<file path="src/rtl/sdiv_seq_param.sv">
// Sequential signed divider: restoring shift-subtract on operand magnitudes, one quotient bit per cycle.
// Optional saturation of overflow / divide-by-zero quotients is enabled with SDIV_SATURATE_EN.
module sdiv_seq_param #(
  parameter int unsigned WIDTH = 8
) (
  input  logic             clk,
  input  logic             rst,
  input  logic             start,
  input  logic [WIDTH-1:0] a,
  input  logic [WIDTH-1:0] b,
  output logic             busy,
  output logic             done,
  output logic [WIDTH-1:0] q,
  output logic [WIDTH-1:0] r,
  output logic             div_by_zero,
  output logic             overflow
);

  localparam int unsigned MSB = WIDTH - 1;
  localparam int unsigned CW  = $clog2(WIDTH);
  localparam logic [WIDTH-1:0] SMIN = {1'b1, {(WIDTH-1){1'b0}}};
  localparam logic [WIDTH-1:0] SMAX = ~SMIN;
`ifdef SDIV_SATURATE_EN
  localparam bit SAT = 1'b1;
`else
  localparam bit SAT = 1'b0;
`endif

  typedef enum logic [1:0] {IDLE, PREP, CALC, FIX} state_t;

  state_t           state, state_nx;
  logic [WIDTH-1:0] a_reg, b_reg, mag_b, quo, rem;
  logic [CW-1:0]    cnt;
  logic             sign_q, sign_r;

  logic             b_zero, last, ovf_c, load_res;
  logic [WIDTH:0]   rem_sh, trial;
  logic [WIDTH-1:0] rem_nx, quo_nx, q_res, r_res;

  // quo starts as |a| and is shifted out MSB-first while quotient bits fill in from the LSB
  always_comb begin
    rem_sh = {rem, quo[MSB]};
    trial  = rem_sh - {1'b0, mag_b};
    rem_nx = trial[WIDTH] ? rem_sh[WIDTH-1:0] : trial[WIDTH-1:0];
    quo_nx = {quo[MSB-1:0], ~trial[WIDTH]};
  end

  always_comb begin
    b_zero   = (b_reg == '0);
    last     = (cnt == CW'(WIDTH - 1));
    ovf_c    = (a_reg == SMIN) && (b_reg == '1);
    load_res = ((state == PREP) && b_zero) || ((state == CALC) && last);
  end

  always_comb begin
    state_nx = state;
    busy     = 1'b0;
    done     = 1'b0;
    case (state)
      IDLE: if (start) state_nx = PREP;
      PREP: begin
        busy     = 1'b1;
        state_nx = b_zero ? FIX : CALC;
      end
      CALC: begin
        busy = 1'b1;
        if (last) state_nx = FIX;
      end
      FIX: begin
        done     = 1'b1;
        state_nx = IDLE;
      end
      default: state_nx = IDLE;
    endcase
  end

  // Results are formed from the final step's next values and registered on entry to FIX,
  // so they are already valid in the done cycle.
  always_comb begin
    q_res = sign_q ? -quo_nx : quo_nx;
    r_res = sign_r ? -rem_nx : rem_nx;
    if (SAT && ovf_c) q_res = SMAX;
    if (state == PREP) begin
      q_res = SAT ? (a_reg[MSB] ? SMIN : SMAX) : '1;
      r_res = a_reg;
    end
  end

  always_ff @(posedge clk or negedge rst) begin
    if (!rst) begin
      state       <= IDLE;
      a_reg       <= '0;
      b_reg       <= '0;
      mag_b       <= '0;
      quo         <= '0;
      rem         <= '0;
      cnt         <= '0;
      sign_q      <= 1'b0;
      sign_r      <= 1'b0;
      q           <= '0;
      r           <= '0;
      div_by_zero <= 1'b0;
      overflow    <= 1'b0;
    end else begin
      state <= state_nx;
      case (state)
        IDLE: if (start) begin
          a_reg <= a;
          b_reg <= b;
        end
        PREP: begin
          quo    <= a_reg[MSB] ? -a_reg : a_reg;
          mag_b  <= b_reg[MSB] ? -b_reg : b_reg;
          rem    <= '0;
          cnt    <= '0;
          sign_q <= a_reg[MSB] ^ b_reg[MSB];
          sign_r <= a_reg[MSB];
        end
        CALC: begin
          quo <= quo_nx;
          rem <= rem_nx;
          cnt <= cnt + CW'(1);
        end
        default: ;
      endcase
      if (load_res) begin
        q           <= q_res;
        r           <= r_res;
        div_by_zero <= (state == PREP);
        overflow    <= ovf_c;
      end
    end
  end

endmodule

</file>
<file path="config.mk">
export PLATFORM = sky130hd
export DESIGN_NAME = sdiv_seq_param
export DESIGN_NICKNAME = d
export VERILOG_FILES = /design/src/rtl/sdiv_seq_param.sv
export SDC_FILE = /design/constraint.sdc
export NUM_CORES = 1
export LEC_CHECK = 0
export CAP_MARGIN = 20
export CORE_MARGIN = 2
export CORE_UTILIZATION = 50
export DETAILED_ROUTE_END_ITERATION = 16
export GPL_TIMING_DRIVEN = 0
export PLACE_DENSITY = 0.72
export SLEW_MARGIN = 20
export SYNTH_ARGS = -nofsm -noshare
export SYNTH_HDL_FRONTEND = slang
export SYNTH_SLANG_ARGS = --single-unit
</file>
<file path="constraint.sdc">
create_clock -name clk -period 4.3 [get_ports clk]
set_input_delay 0.43 -clock clk [delete_from_list [all_inputs] [get_ports clk]]
set_output_delay 0.43 -clock clk [all_outputs]
set_load 0.01 [all_outputs]
</file>
# [After elaboration in Yosys (flattened, before gate mapping)]
# Index checks and enable logic that the tools add are counted.
[totals] regBits=65 inputBits=19 output_inout_bits=20 word_cells=55
[classes] addsub=6 eq_ne=8 n_mux=16 bitwise=2 reduce_logical=10
[ops] operator="2-to-1 mux 8 bit" n=7
[ops] operator="negator 8 bit" n=4
[ops] operator="case mux 8 bit (2 select lines)" n=2
[ops] operator="== test 8 bit, second input constant" n=2
[ops] operator="subtractor 9 x 8 -> 9 bit" n=1
[ops] operator="logical NOT 8 bit" n=1
[ops] operator="case mux 2 bit (4 select lines)" n=1
[ops] operator="case mux 3 bit (2 select lines)" n=1
[ops] operator="== test 2 bit, second input constant" n=2
[ops] operator="2-to-1 mux 2 bit" n=2
[ops] operator="inequality test 2 bit, second input constant" n=2
[ops] operator="AND reduction 2 bit" n=2
[ops] operator="adder 3 x 1 -> 3 bit, second input constant" n=1
[ops] operator="== test 3 bit, second input constant" n=1
[ops] operator="logical AND 1 bit" n=3
[ops] operator="2-to-1 mux 1 bit" n=3
[ops] operator="== test 2 x 1 -> 1 bit, second input constant" n=1
[ops] operator="logical NOT 2 bit" n=1
[ops] operator="nonzero test 2 bit" n=1
[ops] operator="OR reduction 2 bit" n=1
[ops] operator="logical OR 1 bit" n=1
[ops] operator="NOT 1 bit" n=1
[ops] operator="bitwise XOR 1 bit" n=1

# [Longest topological paths before layout]
[logic_depth] word_depth=5 depth_mapped=17 depth_no_buf=15

# [Least setup slack after synthesis]
# No wires, ideal clock.
[synth_timing] path_type="register to register" startpoint="reg quo[7]" endpoint="reg r[4]" setup_ns=0.128 t_arrival_ns=3.188 required_ns=4.172 slack_ns=0.984 path_stages_with_launch=18 n_path_buf=2 synth_period_minus_slack_ns=3.316 cell_sequence="dfrtp_1 inv_1 ha_1 inv_1 fa_1 a21o_1 and4_4 o32ai_4 xnor2_2 buf_6 buf_6 nor2_1 a21oi_1 ha_1 nand2_1 o311ai_0 and3_1 nor3_1"
[synth_between] elab_chain_len=5
[synth_lines] item="from (decl)" line_no="32" rtl="logic [WIDTH-1:0] a_reg, b_reg, mag_b, quo, rem;"
[synth_lines] item="from (signal assigned)" line_no="112" rtl="quo <= a_reg[MSB] ? -a_reg : a_reg;"
[synth_lines] item="from (signal assigned)" line_no="120" rtl="quo <= quo_nx;"
[synth_lines] item="subtractor 9 x 8 -> 9 bit" line_no="43" rtl="trial = rem_sh - {1'b0, mag_b};"
[synth_lines] item="2-to-1 mux 8 bit (*)" line_no="44" rtl="rem_nx = trial[WIDTH] ? rem_sh[WIDTH-1:0] : trial[WIDTH-1:0];"
[synth_lines] item="negator 8 bit" line_no="81" rtl="r_res = sign_r ? -rem_nx : rem_nx;"
[synth_lines] item="2-to-1 mux 8 bit (*)" line_no="81"
[synth_lines] item="2-to-1 mux 8 bit (*)" line_no="83" rtl="if (state == PREP) begin"
[synth_lines] item="to (signal assigned)" line_no="128" rtl="r <= r_res;"
[synth_lines] item="to (decl)" line_no="14" rtl="output logic [WIDTH-1:0] r,"
# Mark *: on every way between the ends. The rest lies on a longest branch, timed or not.
# A chain may end at the register's enable or synchronous reset.

# [Final worst setup path]
# Ends and elaborated chain as after synthesis.

==> results.md <==
- MaxCap Viol Count: 0
- Fmax: 265 MHz
- Num Clock Sinks: 65
- Worst VDD drop: 0.534 mV
- Die area: 8350 um2
- Fin. Hold Viols: 0
- Buf/Inv on CP: 4
- Die Ht: 91.4 um
- RSZ-0062 raised after global routing: false
- First-pass GRT wire length: 14500 um
- Ys Warns: 0
- Final setup vio count: 0
- Tmin final: 3.77 ns
- Crit path max-delay family: compound AO/OA/AOI/OAI gates
- Min-Delay Endpoint: div_by_zero
- Synthesized net count: 433
- Total I/O pin count: 39
- Initial DRC Count: 153
- Unique masters post-synth: 48
- Initial antenna violation count: 0
- Root Driver: clkbuf_8
- Top post-synthesis cells by area: dfrtp_1 43%, mux2_2 7.7%, ha_1 6.6%
- Clock Skew: 0.0106 ns
- Final core occ: 62.7%
- Core Box Area: 7330 um2
- Ranking of synthesized cells by instance count: 65 x dfrtp_1, 35 x nor2_1, 34 x inv_1
- DRC viols: 0
- Hold_sp: div_by_zero
- Pleak: 2.06 nW
- Synthesized flop and latch total: 65
- Mapped Area: 3820 um2
- Cell depth of the worst setup path: 17
- Final slew viol count: 0
- Share of cells above drive strength 1: 12.0%
- Top-area cell type share of the netlist area: 42.6%
- FP Rows: 31
- Setup TNS: 0 ns
- Arr. time, crit path: 3.99 ns
- Worst Path Max Fanout: 10
- Kind of critical path: reg2reg
- Post-synth EDFFs: 0
- Hold path cells: 2
- PwrDens: 771 nW/um2
- Count leader, synth: dfrtp_1
- CTS H-tree lvls: 3
- PortBufs: 38
- CP max-delay cell: dfrtp_1
- Clock Pin Slew Worst Setup and Hold Paths: 0.07 ns
- Clock Latency Late Sink: 0.35 ns
- Cell taking the most area after synthesis: dfrtp_1
- Antenna diodes: 0
- ANT nets after route: 0
- Fin nets: 484
- Congestion Overflow GR: 0
- R2R setup slack: 0.53 ns
- Final Cycle Share: 87.7%
- CTS tree: yes
- Crit start category: register
- R2R cell count: 17
- TritonRoute pass-1 iters: 4
- Relative slew slack: 48.9%
- Cts bufs inserted: 9
- Worst reg2reg endpoint: r[4]
- Post-DP HPWL: 6250 um
- Initial Utilization: 52.1%
- Worst-path cell chain: inv_1 > ha_1 > inv_1 > fa_1 > a21o_1 > and4_4 > o32ai_4 > xnor2_2 > buf_6 > buf_6 > nor2_1 > a21oi_1 > ha_1 > nand2_1 > o311ai_0 > and3_1 > nor3_1
- Critical Path RT: 4.52 ns
- Worst path max stage delay: 0.43 ns
- Tightest Pin Transition: 0.764 ns
- Largest net degree at the start of global routing: 46
- Longest Clk Path Bufs: 2
- Routed WL: 8340 um
- Layout area overhead: 20.3%
- Cells after synthesis: 393
- Post-synth ARST share: 100%
- Worst r2r src: quo[7]
- Die Width: 91.4 um
- Placer Congestion: 0.861
- Post-Syn Area per Cell: 9.72 um2
- Crit end category: register
- Seq/Total Area, Yosys: 42.6%
- HP Class: reg2reg
- Total GRT Usage: 21.7%
- Run status: finished clean
- Routed via count: 2997
- Ys flop type: dfrtp_1
- Vias per cell: 5.47
- WL per Instance: 15.2 um
- Vias in the first global route: 3017
[metal layers]
metal | routed length [um] | global-route usage [%] | part of all wire [%]
met1 | 4090 | 30.3 | 49
met2 | 3790 | 34.4 | 45
met3 | 375 | 4.65 | 4.5
met4 | 83 | 5.81 | 1.0
met5 | 0 | 0 | 0
[worst min-delay path, cell delays in order, from the launching register on]
cell and delay (ns):
dfrtp_1 0.35, nand2_1 0.05, o21ai_0 0.07
[power by group]
group | internal [mW] | switching (mW) | total (mW) | leakage [nW]
logic | 0.845 | 0.962 | 1.81 | 1.13
registers | 0.862 | 0.245 | 1.11 | 0.822
clock network | 0.386 | 0.240 | 0.626 | 0.118
[layout by cell type, fill, tap and decap left out, types with 10 or more instances in the layout]
master	instances
dfrtp_1	65
xnor2_1	12
xor2_1	17
mux2_2	26
ha_1	20
inv_1	34
o22ai_1	10
clkbuf_1	14
nand2_1	31
a21oi_1	26
o21ai_0	18
clkdlybuf4s50_1	37
nor2_1	35
[cell families (layout without fill, tap and decap cells)]
logic type      after synthesis  after routing  synth area share [%]
buf+inv                      52            108                  5.57
fa+ha+maj                    21             21                  7.08
simple gates                106            106                  13.1
flops                        65             65                  42.6
mux                          36             36                  10.5
xor+xnor                     30             30                  7.08
compound gates               83             83                  14.1
[layout make-up]
type,instances,area [um2]
Clock buffer,11,131
Sequential cell,65,1630
Inverter,34,128
Tap cell,99,124
Fill cell,606,2740
Multi-Input combinational cell,276,1980
Buffer,18,85.1
Timing Repair Buffer,40,415
Clock inverter,5,104
[through the flow]
stage	power, mW	setup WS [ns]	hold WS [ns]	area (um2)	cells
finish	3.54	0.530	0.499	4590	548
floorplan	2.39	0.984	0.134	3820	393
global placement	2.86	0.605	0.468	4320	530
global route	3.83	0.238	0.516	4590	548
detailed placement	2.91	0.533	0.342	4350	531
CTS	3.55	0.502	0.493	4590	548
[worst max path at each step]
stage	start	slack, ns	to
after floorplan	quo[7]	0.98	r[4]
after global placement	quo[7]	0.61	r[4]
after detailed placement	quo[7]	0.53	r[4]
after CTS	quo[7]	0.50	r[4]
after global routing	quo[7]	0.24	r[4]
final	quo[7]	0.53	r[4]
[what timing repair did]
| action | in CTS | in global routing |
|---|---|---|
| hold endpoints to repair | 20 | 0 |
| setup buffers | 0 | 0 |
| gates resized for setup | 0 | 0 |
| hold buffers | 1 | 0 |
Note: power is estimated with default switching activity, not from simulation.
